$ cat src/rtl/arbiter_if.sv
// Bundle of every master-side and slave-side serial bus signal of the arbiter.
// The arbiter connects through the slave modport; masters and slaves attach through master.
interface arbiter_if;
  logic m1_breq, m1_bgrant, m1_mode, m1_wr_bus, m1_master_valid, m1_slave_ready;
  logic m1_rd_bus, m1_slave_valid, m1_master_ready, m1_ack, m1_split;
  logic m2_breq, m2_bgrant, m2_mode, m2_wr_bus, m2_master_valid, m2_slave_ready;
  logic m2_rd_bus, m2_slave_valid, m2_master_ready, m2_ack, m2_split;

  logic s1_mode, s1_wr_bus, s1_master_valid, s1_slave_ready, s1_rd_bus, s1_slave_valid, s1_master_ready;
  logic s2_mode, s2_wr_bus, s2_master_valid, s2_slave_ready, s2_rd_bus, s2_slave_valid, s2_master_ready;
  logic s3_mode, s3_wr_bus, s3_master_valid, s3_slave_ready, s3_rd_bus, s3_slave_valid, s3_master_ready;
  logic bb_mode, bb_wr_bus, bb_master_valid, bb_slave_ready, bb_rd_bus, bb_slave_valid, bb_master_ready;

  logic slave_split;

  modport slave (
    input  m1_breq, m1_mode, m1_wr_bus, m1_master_valid, m1_master_ready,
    output m1_bgrant, m1_slave_ready, m1_rd_bus, m1_slave_valid, m1_ack, m1_split,
    input  m2_breq, m2_mode, m2_wr_bus, m2_master_valid, m2_master_ready,
    output m2_bgrant, m2_slave_ready, m2_rd_bus, m2_slave_valid, m2_ack, m2_split,
    output s1_mode, s1_wr_bus, s1_master_valid, s1_master_ready,
    input  s1_slave_ready, s1_rd_bus, s1_slave_valid,
    output s2_mode, s2_wr_bus, s2_master_valid, s2_master_ready,
    input  s2_slave_ready, s2_rd_bus, s2_slave_valid,
    output s3_mode, s3_wr_bus, s3_master_valid, s3_master_ready,
    input  s3_slave_ready, s3_rd_bus, s3_slave_valid,
    output bb_mode, bb_wr_bus, bb_master_valid, bb_master_ready,
    input  bb_slave_ready, bb_rd_bus, bb_slave_valid,
    input  slave_split
  );

  modport master (
    output m1_breq, m1_mode, m1_wr_bus, m1_master_valid, m1_master_ready,
    input  m1_bgrant, m1_slave_ready, m1_rd_bus, m1_slave_valid, m1_ack, m1_split,
    output m2_breq, m2_mode, m2_wr_bus, m2_master_valid, m2_master_ready,
    input  m2_bgrant, m2_slave_ready, m2_rd_bus, m2_slave_valid, m2_ack, m2_split,
    input  s1_mode, s1_wr_bus, s1_master_valid, s1_master_ready,
    output s1_slave_ready, s1_rd_bus, s1_slave_valid,
    input  s2_mode, s2_wr_bus, s2_master_valid, s2_master_ready,
    output s2_slave_ready, s2_rd_bus, s2_slave_valid,
    input  s3_mode, s3_wr_bus, s3_master_valid, s3_master_ready,
    output s3_slave_ready, s3_rd_bus, s3_slave_valid,
    input  bb_mode, bb_wr_bus, bb_master_valid, bb_master_ready,
    output bb_slave_ready, bb_rd_bus, bb_slave_valid,
    output slave_split
  );
endinterface

$ cat src/rtl/arbiter.sv
// Two-master, four-slave bit-serial bus arbiter: serial address capture, decode,
// address replay to the selected slave, data pass-through and s2 split/resume.
module arbiter (
  input  logic     clk,
  input  logic     rstn,
  arbiter_if.slave bus
);
  typedef enum logic [1:0] {IDLE, ADDR, FWD, DATA} state_t;

  localparam logic [1:0] SEL_S1 = 2'd0;
  localparam logic [1:0] SEL_S2 = 2'd1;
  localparam logic [1:0] SEL_S3 = 2'd2;
  localparam logic [1:0] SEL_BB = 2'd3;

  // Master inputs indexed [0]=m1 [1]=m2, slave inputs [0]=s1 [1]=s2 [2]=s3 [3]=bb
  logic [1:0] w_breq, w_mmode, w_mwr, w_mvalid, w_mready;
  logic [3:0] w_sready, w_srd, w_svalid;

  assign w_breq   = {bus.m2_breq,         bus.m1_breq};
  assign w_mmode  = {bus.m2_mode,         bus.m1_mode};
  assign w_mwr    = {bus.m2_wr_bus,       bus.m1_wr_bus};
  assign w_mvalid = {bus.m2_master_valid, bus.m1_master_valid};
  assign w_mready = {bus.m2_master_ready, bus.m1_master_ready};
  assign w_sready = {bus.bb_slave_ready, bus.s3_slave_ready, bus.s2_slave_ready, bus.s1_slave_ready};
  assign w_srd    = {bus.bb_rd_bus,      bus.s3_rd_bus,      bus.s2_rd_bus,      bus.s1_rd_bus};
  assign w_svalid = {bus.bb_slave_valid, bus.s3_slave_valid, bus.s2_slave_valid, bus.s1_slave_valid};

  state_t      r_state, w_state_nxt;
  logic        r_gnt, w_gnt_nxt;
  logic [1:0]  r_bgrant, w_bgrant_nxt;
  logic [1:0]  r_ack, w_ack_nxt;
  logic [1:0]  r_split, w_split_nxt;
  logic [1:0]  r_blocked, w_blocked_nxt;
  logic        r_mode, w_mode_nxt;
  logic        r_res_mode, w_res_mode_nxt;
  logic [15:0] r_shift, w_shift_nxt;
  logic [3:0]  r_cnt, w_cnt_nxt;
  logic [1:0]  r_sel, w_sel_nxt;
  logic        r_res, w_res_nxt;
  logic        r_owner, w_owner_nxt;
  logic        r_resumed, w_resumed_nxt;

  // Address decode sees the incoming 16th bit directly so it can act on that same edge
  logic [15:0] w_addr;
  logic        w_map_ok;
  logic [1:0]  w_map_sel;
  logic [3:0]  w_map_last;

  always_comb begin
    w_addr     = {r_shift[14:0], w_mwr[r_gnt]};
    w_map_ok   = 1'b1;
    w_map_sel  = SEL_S1;
    w_map_last = 4'd10;
    if (w_addr[15:12] == 4'b0000) begin
      w_map_sel  = SEL_S1;
      w_map_last = 4'd10;
    end else if (w_addr[15:12] == 4'b0001) begin
      w_map_sel  = SEL_S2;
      w_map_last = 4'd11;
    end else if (w_addr[15:12] == 4'b0010) begin
      w_map_sel  = SEL_S3;
      w_map_last = 4'd11;
    end else if (w_addr[15:14] == 2'b11) begin
      w_map_sel  = SEL_BB;
      w_map_last = 4'd13;
    end else begin
      w_map_ok   = 1'b0;
    end
  end

  // The split owner and masters bounced off the reserved s2 wait for the reservation to clear
  logic [1:0] w_elig;
  logic       w_pick;

  assign w_elig[0] = w_breq[0] && !r_blocked[0] && !(r_res && (r_owner == 1'b0));
  assign w_elig[1] = w_breq[1] && !r_blocked[1] && !(r_res && (r_owner == 1'b1));
  assign w_pick    = ~w_elig[0];

  always_comb begin
    w_state_nxt    = r_state;
    w_gnt_nxt      = r_gnt;
    w_bgrant_nxt   = r_bgrant;
    w_ack_nxt      = '0;
    w_split_nxt    = r_split;
    w_blocked_nxt  = r_blocked;
    w_mode_nxt     = r_mode;
    w_res_mode_nxt = r_res_mode;
    w_shift_nxt    = r_shift;
    w_cnt_nxt      = r_cnt;
    w_sel_nxt      = r_sel;
    w_res_nxt      = r_res;
    w_owner_nxt    = r_owner;
    w_resumed_nxt  = r_resumed;
    unique case (r_state)
      IDLE: begin
        if (r_res && !bus.slave_split) begin
          w_gnt_nxt             = r_owner;
          w_bgrant_nxt[r_owner] = 1'b1;
          w_split_nxt[r_owner]  = 1'b0;
          w_sel_nxt             = SEL_S2;
          w_mode_nxt            = r_res_mode;
          w_resumed_nxt         = 1'b1;
          w_state_nxt           = DATA;
        end else if (w_elig != 2'b00) begin
          w_gnt_nxt            = w_pick;
          w_bgrant_nxt[w_pick] = 1'b1;
          w_mode_nxt           = w_mmode[w_pick];
          w_cnt_nxt            = '0;
          w_resumed_nxt        = 1'b0;
          w_state_nxt          = ADDR;
        end
      end
      ADDR: begin
        if (w_mvalid[r_gnt]) begin
          w_shift_nxt = w_addr;
          w_cnt_nxt   = r_cnt + 4'd1;
          if (r_cnt == 4'd15) begin
            if (!w_map_ok) begin
              w_bgrant_nxt[r_gnt] = 1'b0;
              w_state_nxt         = IDLE;
            end else if (r_res && (w_map_sel == SEL_S2)) begin
              w_bgrant_nxt[r_gnt]  = 1'b0;
              w_blocked_nxt[r_gnt] = 1'b1;
              w_state_nxt          = IDLE;
            end else begin
              w_sel_nxt   = w_map_sel;
              w_cnt_nxt   = w_map_last;
              w_state_nxt = FWD;
            end
          end
        end
      end
      FWD: begin
        if (w_sready[r_sel]) begin
          if (r_cnt == 4'd0) begin
            w_ack_nxt[r_gnt] = 1'b1;
            w_state_nxt      = DATA;
          end else begin
            w_cnt_nxt = r_cnt - 4'd1;
          end
        end
      end
      DATA: begin
        if (!w_breq[r_gnt]) begin
          w_bgrant_nxt[r_gnt] = 1'b0;
          w_state_nxt         = IDLE;
          if (r_resumed) begin
            w_res_nxt     = 1'b0;
            w_blocked_nxt = '0;
            w_resumed_nxt = 1'b0;
          end
        end else if ((r_sel == SEL_S2) && bus.slave_split) begin
          w_split_nxt[r_gnt]  = 1'b1;
          w_bgrant_nxt[r_gnt] = 1'b0;
          w_owner_nxt         = r_gnt;
          w_res_nxt           = 1'b1;
          w_res_mode_nxt      = r_mode;
          w_resumed_nxt       = 1'b0;
          w_state_nxt         = IDLE;
        end
      end
      default: w_state_nxt = IDLE;
    endcase
  end

  always_ff @(posedge clk or negedge rstn) begin
    if (!rstn) begin
      r_state    <= IDLE;
      r_gnt      <= 1'b0;
      r_bgrant   <= '0;
      r_ack      <= '0;
      r_split    <= '0;
      r_blocked  <= '0;
      r_mode     <= 1'b0;
      r_res_mode <= 1'b0;
      r_shift    <= '0;
      r_cnt      <= '0;
      r_sel      <= SEL_S1;
      r_res      <= 1'b0;
      r_owner    <= 1'b0;
      r_resumed  <= 1'b0;
    end else begin
      r_state    <= w_state_nxt;
      r_gnt      <= w_gnt_nxt;
      r_bgrant   <= w_bgrant_nxt;
      r_ack      <= w_ack_nxt;
      r_split    <= w_split_nxt;
      r_blocked  <= w_blocked_nxt;
      r_mode     <= w_mode_nxt;
      r_res_mode <= w_res_mode_nxt;
      r_shift    <= w_shift_nxt;
      r_cnt      <= w_cnt_nxt;
      r_sel      <= w_sel_nxt;
      r_res      <= w_res_nxt;
      r_owner    <= w_owner_nxt;
      r_resumed  <= w_resumed_nxt;
    end
  end

  logic [1:0] w_m_sready, w_m_rd, w_m_svalid;
  logic [3:0] w_s_mode, w_s_wr, w_s_mvalid, w_s_mready;

  always_comb begin
    w_m_sready = '0;
    w_m_rd     = '0;
    w_m_svalid = '0;
    w_s_mode   = '0;
    w_s_wr     = '0;
    w_s_mvalid = '0;
    w_s_mready = '0;
    unique case (r_state)
      ADDR: w_m_sready[r_gnt] = 1'b1;
      FWD: begin
        w_s_mode[r_sel]   = r_mode;
        w_s_wr[r_sel]     = r_shift[r_cnt];
        w_s_mvalid[r_sel] = 1'b1;
      end
      DATA: begin
        w_m_sready[r_gnt] = w_sready[r_sel];
        w_m_rd[r_gnt]     = w_srd[r_sel];
        w_m_svalid[r_gnt] = w_svalid[r_sel];
        w_s_mode[r_sel]   = r_mode;
        w_s_wr[r_sel]     = w_mwr[r_gnt];
        w_s_mvalid[r_sel] = w_mvalid[r_gnt];
        w_s_mready[r_sel] = w_mready[r_gnt];
      end
      default: ;
    endcase
  end

  assign bus.m1_bgrant      = r_bgrant[0];
  assign bus.m1_ack         = r_ack[0];
  assign bus.m1_split       = r_split[0];
  assign bus.m1_slave_ready = w_m_sready[0];
  assign bus.m1_rd_bus      = w_m_rd[0];
  assign bus.m1_slave_valid = w_m_svalid[0];
  assign bus.m2_bgrant      = r_bgrant[1];
  assign bus.m2_ack         = r_ack[1];
  assign bus.m2_split       = r_split[1];
  assign bus.m2_slave_ready = w_m_sready[1];
  assign bus.m2_rd_bus      = w_m_rd[1];
  assign bus.m2_slave_valid = w_m_svalid[1];

  assign bus.s1_mode         = w_s_mode[0];
  assign bus.s1_wr_bus       = w_s_wr[0];
  assign bus.s1_master_valid = w_s_mvalid[0];
  assign bus.s1_master_ready = w_s_mready[0];
  assign bus.s2_mode         = w_s_mode[1];
  assign bus.s2_wr_bus       = w_s_wr[1];
  assign bus.s2_master_valid = w_s_mvalid[1];
  assign bus.s2_master_ready = w_s_mready[1];
  assign bus.s3_mode         = w_s_mode[2];
  assign bus.s3_wr_bus       = w_s_wr[2];
  assign bus.s3_master_valid = w_s_mvalid[2];
  assign bus.s3_master_ready = w_s_mready[2];
  assign bus.bb_mode         = w_s_mode[3];
  assign bus.bb_wr_bus       = w_s_wr[3];
  assign bus.bb_master_valid = w_s_mvalid[3];
  assign bus.bb_master_ready = w_s_mready[3];
endmodule

$ cat src/flat_wrapper.sv
// flat-port wrapper written by rule: the top's interface ports become plain ports
module arbiter_flat 
  (clk, rstn, bus_m1_breq, bus_m1_mode, bus_m1_wr_bus, bus_m1_master_valid, bus_m1_master_ready, bus_m1_bgrant, bus_m1_slave_ready, bus_m1_rd_bus, bus_m1_slave_valid, bus_m1_ack, bus_m1_split, bus_m2_breq, bus_m2_mode, bus_m2_wr_bus, bus_m2_master_valid, bus_m2_master_ready, bus_m2_bgrant, bus_m2_slave_ready, bus_m2_rd_bus, bus_m2_slave_valid, bus_m2_ack, bus_m2_split, bus_s1_mode, bus_s1_wr_bus, bus_s1_master_valid, bus_s1_master_ready, bus_s1_slave_ready, bus_s1_rd_bus, bus_s1_slave_valid, bus_s2_mode, bus_s2_wr_bus, bus_s2_master_valid, bus_s2_master_ready, bus_s2_slave_ready, bus_s2_rd_bus, bus_s2_slave_valid, bus_s3_mode, bus_s3_wr_bus, bus_s3_master_valid, bus_s3_master_ready, bus_s3_slave_ready, bus_s3_rd_bus, bus_s3_slave_valid, bus_bb_mode, bus_bb_wr_bus, bus_bb_master_valid, bus_bb_master_ready, bus_bb_slave_ready, bus_bb_rd_bus, bus_bb_slave_valid, bus_slave_split);
  arbiter_if bus_i ();
  input  logic clk;
  input  logic rstn;
  input wire logic [$bits(bus_i.m1_breq)-1:0] bus_m1_breq;
  input wire logic [$bits(bus_i.m1_mode)-1:0] bus_m1_mode;
  input wire logic [$bits(bus_i.m1_wr_bus)-1:0] bus_m1_wr_bus;
  input wire logic [$bits(bus_i.m1_master_valid)-1:0] bus_m1_master_valid;
  input wire logic [$bits(bus_i.m1_master_ready)-1:0] bus_m1_master_ready;
  output wire logic [$bits(bus_i.m1_bgrant)-1:0] bus_m1_bgrant;
  output wire logic [$bits(bus_i.m1_slave_ready)-1:0] bus_m1_slave_ready;
  output wire logic [$bits(bus_i.m1_rd_bus)-1:0] bus_m1_rd_bus;
  output wire logic [$bits(bus_i.m1_slave_valid)-1:0] bus_m1_slave_valid;
  output wire logic [$bits(bus_i.m1_ack)-1:0] bus_m1_ack;
  output wire logic [$bits(bus_i.m1_split)-1:0] bus_m1_split;
  input wire logic [$bits(bus_i.m2_breq)-1:0] bus_m2_breq;
  input wire logic [$bits(bus_i.m2_mode)-1:0] bus_m2_mode;
  input wire logic [$bits(bus_i.m2_wr_bus)-1:0] bus_m2_wr_bus;
  input wire logic [$bits(bus_i.m2_master_valid)-1:0] bus_m2_master_valid;
  input wire logic [$bits(bus_i.m2_master_ready)-1:0] bus_m2_master_ready;
  output wire logic [$bits(bus_i.m2_bgrant)-1:0] bus_m2_bgrant;
  output wire logic [$bits(bus_i.m2_slave_ready)-1:0] bus_m2_slave_ready;
  output wire logic [$bits(bus_i.m2_rd_bus)-1:0] bus_m2_rd_bus;
  output wire logic [$bits(bus_i.m2_slave_valid)-1:0] bus_m2_slave_valid;
  output wire logic [$bits(bus_i.m2_ack)-1:0] bus_m2_ack;
  output wire logic [$bits(bus_i.m2_split)-1:0] bus_m2_split;
  output wire logic [$bits(bus_i.s1_mode)-1:0] bus_s1_mode;
  output wire logic [$bits(bus_i.s1_wr_bus)-1:0] bus_s1_wr_bus;
  output wire logic [$bits(bus_i.s1_master_valid)-1:0] bus_s1_master_valid;
  output wire logic [$bits(bus_i.s1_master_ready)-1:0] bus_s1_master_ready;
  input wire logic [$bits(bus_i.s1_slave_ready)-1:0] bus_s1_slave_ready;
  input wire logic [$bits(bus_i.s1_rd_bus)-1:0] bus_s1_rd_bus;
  input wire logic [$bits(bus_i.s1_slave_valid)-1:0] bus_s1_slave_valid;
  output wire logic [$bits(bus_i.s2_mode)-1:0] bus_s2_mode;
  output wire logic [$bits(bus_i.s2_wr_bus)-1:0] bus_s2_wr_bus;
  output wire logic [$bits(bus_i.s2_master_valid)-1:0] bus_s2_master_valid;
  output wire logic [$bits(bus_i.s2_master_ready)-1:0] bus_s2_master_ready;
  input wire logic [$bits(bus_i.s2_slave_ready)-1:0] bus_s2_slave_ready;
  input wire logic [$bits(bus_i.s2_rd_bus)-1:0] bus_s2_rd_bus;
  input wire logic [$bits(bus_i.s2_slave_valid)-1:0] bus_s2_slave_valid;
  output wire logic [$bits(bus_i.s3_mode)-1:0] bus_s3_mode;
  output wire logic [$bits(bus_i.s3_wr_bus)-1:0] bus_s3_wr_bus;
  output wire logic [$bits(bus_i.s3_master_valid)-1:0] bus_s3_master_valid;
  output wire logic [$bits(bus_i.s3_master_ready)-1:0] bus_s3_master_ready;
  input wire logic [$bits(bus_i.s3_slave_ready)-1:0] bus_s3_slave_ready;
  input wire logic [$bits(bus_i.s3_rd_bus)-1:0] bus_s3_rd_bus;
  input wire logic [$bits(bus_i.s3_slave_valid)-1:0] bus_s3_slave_valid;
  output wire logic [$bits(bus_i.bb_mode)-1:0] bus_bb_mode;
  output wire logic [$bits(bus_i.bb_wr_bus)-1:0] bus_bb_wr_bus;
  output wire logic [$bits(bus_i.bb_master_valid)-1:0] bus_bb_master_valid;
  output wire logic [$bits(bus_i.bb_master_ready)-1:0] bus_bb_master_ready;
  input wire logic [$bits(bus_i.bb_slave_ready)-1:0] bus_bb_slave_ready;
  input wire logic [$bits(bus_i.bb_rd_bus)-1:0] bus_bb_rd_bus;
  input wire logic [$bits(bus_i.bb_slave_valid)-1:0] bus_bb_slave_valid;
  input wire logic [$bits(bus_i.slave_split)-1:0] bus_slave_split;
  assign bus_i.m1_breq = bus_m1_breq;
  assign bus_i.m1_mode = bus_m1_mode;
  assign bus_i.m1_wr_bus = bus_m1_wr_bus;
  assign bus_i.m1_master_valid = bus_m1_master_valid;
  assign bus_i.m1_master_ready = bus_m1_master_ready;
  assign bus_m1_bgrant = bus_i.m1_bgrant;
  assign bus_m1_slave_ready = bus_i.m1_slave_ready;
  assign bus_m1_rd_bus = bus_i.m1_rd_bus;
  assign bus_m1_slave_valid = bus_i.m1_slave_valid;
  assign bus_m1_ack = bus_i.m1_ack;
  assign bus_m1_split = bus_i.m1_split;
  assign bus_i.m2_breq = bus_m2_breq;
  assign bus_i.m2_mode = bus_m2_mode;
  assign bus_i.m2_wr_bus = bus_m2_wr_bus;
  assign bus_i.m2_master_valid = bus_m2_master_valid;
  assign bus_i.m2_master_ready = bus_m2_master_ready;
  assign bus_m2_bgrant = bus_i.m2_bgrant;
  assign bus_m2_slave_ready = bus_i.m2_slave_ready;
  assign bus_m2_rd_bus = bus_i.m2_rd_bus;
  assign bus_m2_slave_valid = bus_i.m2_slave_valid;
  assign bus_m2_ack = bus_i.m2_ack;
  assign bus_m2_split = bus_i.m2_split;
  assign bus_s1_mode = bus_i.s1_mode;
  assign bus_s1_wr_bus = bus_i.s1_wr_bus;
  assign bus_s1_master_valid = bus_i.s1_master_valid;
  assign bus_s1_master_ready = bus_i.s1_master_ready;
  assign bus_i.s1_slave_ready = bus_s1_slave_ready;
  assign bus_i.s1_rd_bus = bus_s1_rd_bus;
  assign bus_i.s1_slave_valid = bus_s1_slave_valid;
  assign bus_s2_mode = bus_i.s2_mode;
  assign bus_s2_wr_bus = bus_i.s2_wr_bus;
  assign bus_s2_master_valid = bus_i.s2_master_valid;
  assign bus_s2_master_ready = bus_i.s2_master_ready;
  assign bus_i.s2_slave_ready = bus_s2_slave_ready;
  assign bus_i.s2_rd_bus = bus_s2_rd_bus;
  assign bus_i.s2_slave_valid = bus_s2_slave_valid;
  assign bus_s3_mode = bus_i.s3_mode;
  assign bus_s3_wr_bus = bus_i.s3_wr_bus;
  assign bus_s3_master_valid = bus_i.s3_master_valid;
  assign bus_s3_master_ready = bus_i.s3_master_ready;
  assign bus_i.s3_slave_ready = bus_s3_slave_ready;
  assign bus_i.s3_rd_bus = bus_s3_rd_bus;
  assign bus_i.s3_slave_valid = bus_s3_slave_valid;
  assign bus_bb_mode = bus_i.bb_mode;
  assign bus_bb_wr_bus = bus_i.bb_wr_bus;
  assign bus_bb_master_valid = bus_i.bb_master_valid;
  assign bus_bb_master_ready = bus_i.bb_master_ready;
  assign bus_i.bb_slave_ready = bus_bb_slave_ready;
  assign bus_i.bb_rd_bus = bus_bb_rd_bus;
  assign bus_i.bb_slave_valid = bus_bb_slave_valid;
  assign bus_i.slave_split = bus_slave_split;
  arbiter u_core (.clk(clk), .rstn(rstn), .bus(bus_i));
endmodule
$ cat config.mk
export PLATFORM = sky130hd
export DESIGN_NAME = arbiter_flat
export DESIGN_NICKNAME = d
export VERILOG_FILES = /design/src/rtl/arbiter_if.sv /design/src/rtl/arbiter.sv /design/src/flat_wrapper.sv
export SDC_FILE = /design/constraint.sdc
export NUM_CORES = 1
export LEC_CHECK = 0
export ABC_CLOCK_PERIOD_IN_PS = 2600
export CAP_MARGIN = 20
export CORE_MARGIN = 1
export CORE_UTILIZATION = 45
export CTS_BUF_LIST = sky130_fd_sc_hd__clkbuf_8
export CTS_CLUSTER_DIAMETER = 120
export DETAILED_ROUTE_END_ITERATION = 7
export HOLD_SLACK_MARGIN = 0.08
export PLACE_DENSITY = 0.78
export SLEW_MARGIN = 20
export SYNTH_ARGS = -nofsm -noshare
export SYNTH_HDL_FRONTEND = slang
export SYNTH_SLANG_ARGS = --single-unit
$ cat constraint.sdc
create_clock -name clk -period 2.6 [get_ports clk]
set_input_delay 0.39 -clock clk [delete_from_list [all_inputs] [get_ports clk]]
set_output_delay 0.39 -clock clk [all_outputs]
set_load 0.02 [all_outputs]
# Word-level counts from Yosys, hierarchy flattened
# Cells that the tools add are included.
# classes
n_addsub,2
mul,0
n_div,0
magnitude_cmp,9
n_eq_ne,28
shift,0
muxes,106
bitwise_logic,18
reduce_logical,41
# op_table
cell,n
2-bit two-way mux,41
4-bit two-way mux,13
1-bit two-way mux,33
6-bit AND reduction,4
2-bit by 1-bit inequality test with 1-bit output (second input constant),11
4-bit AND,5
2-bit one-hot mux with 2 select lines,4
4-bit one-hot mux with 2 select lines,2
1-bit logical AND,13
4-bit one-hot mux with 3 select lines,1
2-bit nonzero test,6
2-bit AND,5
2-bit inequality test (second input constant),5
3-bit AND reduction,3
4-bit zero test,2
2-bit OR,4
2-bit one-hot mux with 4 select lines,1
7-bit AND reduction,1
1-bit binary-select mux with 2-bit select,3
2-bit by 1-bit == test with 1-bit output (second input constant),3
2-bit == test (second input constant),3
1-bit by 2-bit less-than comparator with 1-bit output (second input constant),3
3-bit inequality test (second input constant),2
2-bit one-hot mux with 3 select lines,1
23 further kinds,35
# word_totals
reg_bits,38
latchBits,0
ram_bits,0
mem_bits_ro,0
out_inout_bits,28
mem_count,0

# Depth between registers and ports, before layout
# logic_depth
word_depth,13
mapped_depth,8

# Worst setup path before layout
# OpenSTA, ideal clock, no wires.
# synth_timing
path_type,flip-flop to output port
startpoint,register u_core.r_cnt[0]
endpoint,output bus_s1_wr_bus
t_arrival_ns,1.831
t_required_ns,2.210
setup_slack_ns,0.379
stages_incl_launch_ff,6
cell_sequence,dfrtp_1 > buf_4 > mux4_2 > a211oi_1 > o41a_1 > nor3_1
# synth_via
elab_chain_cells,4
# synth_lines
element,line_no,rtl
"start, declared",arbiter.sv:37,"logic [3:0] r_cnt, w_cnt_nxt;"
"start signal, assigned",arbiter.sv:192,r_cnt <= w_cnt_nxt;
1-bit binary-select mux with 4-bit select,arbiter.sv:215,w_s_wr[r_sel] = r_shift[r_cnt];
1-bit two-way mux (not written as such),arbiter.sv:215,
4-bit AND (no line),n/a,
4-bit one-hot mux with 2 select lines,arbiter.sv:211,unique case (r_state)
"end, declared",flat_wrapper.sv:30,output wire logic [$bits(bus_i.s1_wr_bus)-1:0] bus_s1_wr_bus;
# Every way passes these cells. The select of a mux whose other input is x is not followed.

# Final worst setup path
# Same ends and word-level chain as after synthesis.

==> impl_results.md <==
* Diodes inserted at 0
* Status: finished clean
* Worst hold slack at around 0.18 ns
* Post-synth top cells: dfrtp_1 (38), nand2_1 (25), nor2_1 (22)
* RSZ-0062 raised after global routing: no
* GR Util All Layers at 0.227
* Fillers at between 400 and 500
* FF+latch count, synth at 38
* Via count at approximately 2300
* Congestion Overflow GR at 0
* Synth Area in Simple Gates at 0.187
* First-pass GRT wire length at 10.7 mm
* Port bufs at 52
* Pre-CTS setup slack at 0.0531 ns
* Max incr delay on CP at 0.47 ns
* Synth Area in Adders at 0.0346
* Final WS setup at 0.0958 ns
* Hold Path Class: input pin to asynchronous set/reset pin
* Finish-stage setup viols at 0
* CTS tree: yes
* Final Cell Area at 3300 µm²
* Netlist cell types at 56
* Reg2Reg Capture Point: u_core.r_cnt[3]$_DFFE_PN0P_
* CP Data Required Time at 2.21 ns
* Final HPWL DP at 4.65 mm
* Worst reg-to-reg path cell count at 7
* Pwr dens at 1060 nW/µm²
* Final hold violations at 0
* F_max at 0.399 GHz
* Synthesis-to-layout area growth at 30.4%
* Layout cell share with drive strength beyond 1 at 0.210
* H-tree depth at 2
* Residual DRC at 0
* Main flop type after synthesis: dfrtp_1
* Net Sw Frac at 0.437
* Max-cap viol count at 0
* Sw Pwr at 0.00153 W
* Routed length per instance at between 15 and 20 µm
* Clk buf depth at 2
* Power Total at 0.00351 W
* CP Cell Sequence: buf_8 -> mux2i_1 -> o21ai_1 -> nor4_2 -> o41a_1 -> nor3_1 -> buf_2
* Ys Warns at 0
* Slew @ Worst Pin at 0.852 ns
* Leakage power at 1.42 nW
* Clock skew at roughly 0.0062 ns
* Cells after Synth at 272
* Gpl congestion at 0.922
* Kind of critical path: flop to output port
* Count leader, synth: dfrtp_1
* Mapped cell area at roughly 2500 µm²
* Final cell count without fillers at 403
* Multiplexer share of the synthesized area at 0.170
* Antenna violations before repair at 0
* Syn_nets at 304
* Synth async-reset ratio at 1.00
* Placed cell area at 3160 µm²
* Critical Path Source Type: flop
* Core box area at 5270 µm²
* Die Width at 77 µm
* Synth top area share at 0.376
* Comb pwr share at 0.583
* Clock power share at 0.122
* Clk pin slew, worst setup/hold paths at approximately 0.080 ns
* Compound-cell area share of the yosys netlist at 0.167
* Vias in the first global route at 2172
* Worst Path Arrival at 2.11 ns
* IO Count at 53
* Max-slew headroom at 0.432
* Sequential share of power at 0.295
* Clock root buffer: clkbuf_8
* Maximum number of pins on one net before global-route repair at 39
* Crit. End Element: output port
* Int Pwr at 0.00198 W
* Syn_area_per_cell at 9.31 µm²
* CTS buffer count at 5
* Multi-input gate area at around 1500 µm²
* Clk sinks at 38
* Worst-Skew Late Latency at 0.30 ns
* Final slew viol count at 0
* Rows at 26
* Main area contributors after synthesis: dfrtp_1 (38%), mux2_2 (8.9%), mux4_2 (4.4%)
* Post-Synth XOR/XNOR Area at 0.0104
* Yosys top cell by area: dfrtp_1
* Vias/cell at 5.73
* Placed cell count at between 300 and 400
* # nets final at 364
* IR drop worst, VDD at about 0.00043 V
* Number of synthesized flops with an enable pin at 0
* Die area at 5930 µm²
* 1st-iter DRT viols at 227
* # hold bufs at CTS at 0
* R2r setup slk at 0.48 ns
* Seq/Total Area, Yosys at 0.376
* Combinational family with the most area after synthesis: simple AND/OR/NAND/NOR gates
* Slowest stage cell, crit path: o41a_1
* Die Ht at 77 µm
* FF-to-FF Start: u_core.r_cnt[1]$_DFFE_PN0P_
* Routed WL at 6.39 mm
* Reg area at 955 µm²
* Crit share post-route at 0.963
* Antenna viol nets, final at 0
* Worst-path maximum fanout at 10
* Fin crit period at 2.50 ns
* Starting Density at 0.480
* Drt first pass iters at 4
==> worst max-delay path: cells and delay by family (launching register included) <==
kind / cells / cell delay (ns)
buf+inv: 2 / 0.34
flops: 1 / 0.44
simple gates: 2 / 0.25
mux: 1 / 0.12
compound gates: 2 / 0.66
==> worst max-delay path by stage <==
stage,endpoint,start,cells after the start
5_1_grt,bus_s1_wr_bus,u_core.r_cnt[0]$_DFFE_PN0P_,7
3_5_place_dp,bus_s1_wr_bus,u_core.r_cnt[0]$_DFFE_PN0P_,6
4_1_cts,bus_s1_wr_bus,u_core.r_cnt[0]$_DFFE_PN0P_,6
2_1_floorplan,bus_s1_wr_bus,u_core.r_cnt[0]$_DFFE_PN0P_,5
6_report,bus_s1_wr_bus,u_core.r_cnt[0]$_DFFE_PN0P_,7
3_3_place_gp,bus_s1_wr_bus,u_core.r_cnt[0]$_DFFE_PN0P_,6
==> power by group through the flow <==
stage | logic, W | registers [W] | clock network (W)
global route | 0.00224 | 0.00107 | 0.000468
global placement | 0.00197 | 0.00103 | 0
CTS | 0.00201 | 0.00103 | 0.000437
detailed placement | 0.00200 | 0.00104 | 0
finish | 0.00205 | 0.00103 | 0.000429
floorplan | 0.00142 | 0.000981 | 0
==> timing repair <==
action                                  CTS  global route
pin swaps                                 0             3
gates resized for setup                   7            21
buffers inserted                          0             3
endpoints found under the setup margin    9            13
==> state kept, by name, indices dropped and copies added (netlist names), 2 cells and up <==
name / count
u_core.r_ack: 2
u_core.r_sel: 2
u_core.r_split: 2
u_core.r_shift: 16
u_core.r_state: 2
u_core.r_bgrant: 2
u_core.r_blocked: 2
u_core.r_cnt: 4
==> through the flow <==
| step | TNS [ns] | util |
|---|---|---|
| after global placement | 0 | 0.600 |
| after CTS | -0.0233 | 0.619 |
| final | 0 | 0.627 |
| after detailed placement | 0 | 0.600 |
| after global routing | 0 | 0.627 |
| after floorplan | 0 | - |
==> cell families after synthesis <==
family,Yosys count
and+or+nand+nor,94
AOI/OAI and AO/OA,64
adders and majority gates,7
buffers and inverters,32
xor gates and xnor gates,3
muxes,34
DFF,38
==> per-layer routing <==
layer	GRT usage	vias to the layer above	part of all wire
met5	0	-	0
li1	-	1101	-
met4	0.0698	0	0.012
met2	0.378	94	0.46
met1	0.297	1108	0.46
met3	0.0464	6	0.065
==> cells in the final DEF (no fill, tap or decap), types with 4 or more instances in the layout <==
cell type and count:
clkdlybuf4s50_1 46, dfrtp_1 35, nand2_1 25, nor2_1 22, mux2_2 20, buf_4 17, a21oi_1 16, inv_1 15
o21ai_0 13, nor3_1 11, mux2i_1 7, and3_1 7, a31oi_1 6, ha_1 6, clkbuf_8 6, mux4_2 5
nand3_1 4
==> cell type report <==
class / instances / area share
well taps: 70 / 0.0265
repair buffers: 70 / 0.194
inverters: 15 / 0.0171
clock inverters: 2 / 0.00379
multi-input cells: 202 / 0.444
flip-flops and latches: 38 / 0.289
clock buffers: 6 / 0.0250
No activity file was read; power rests on OpenSTA's default activity.
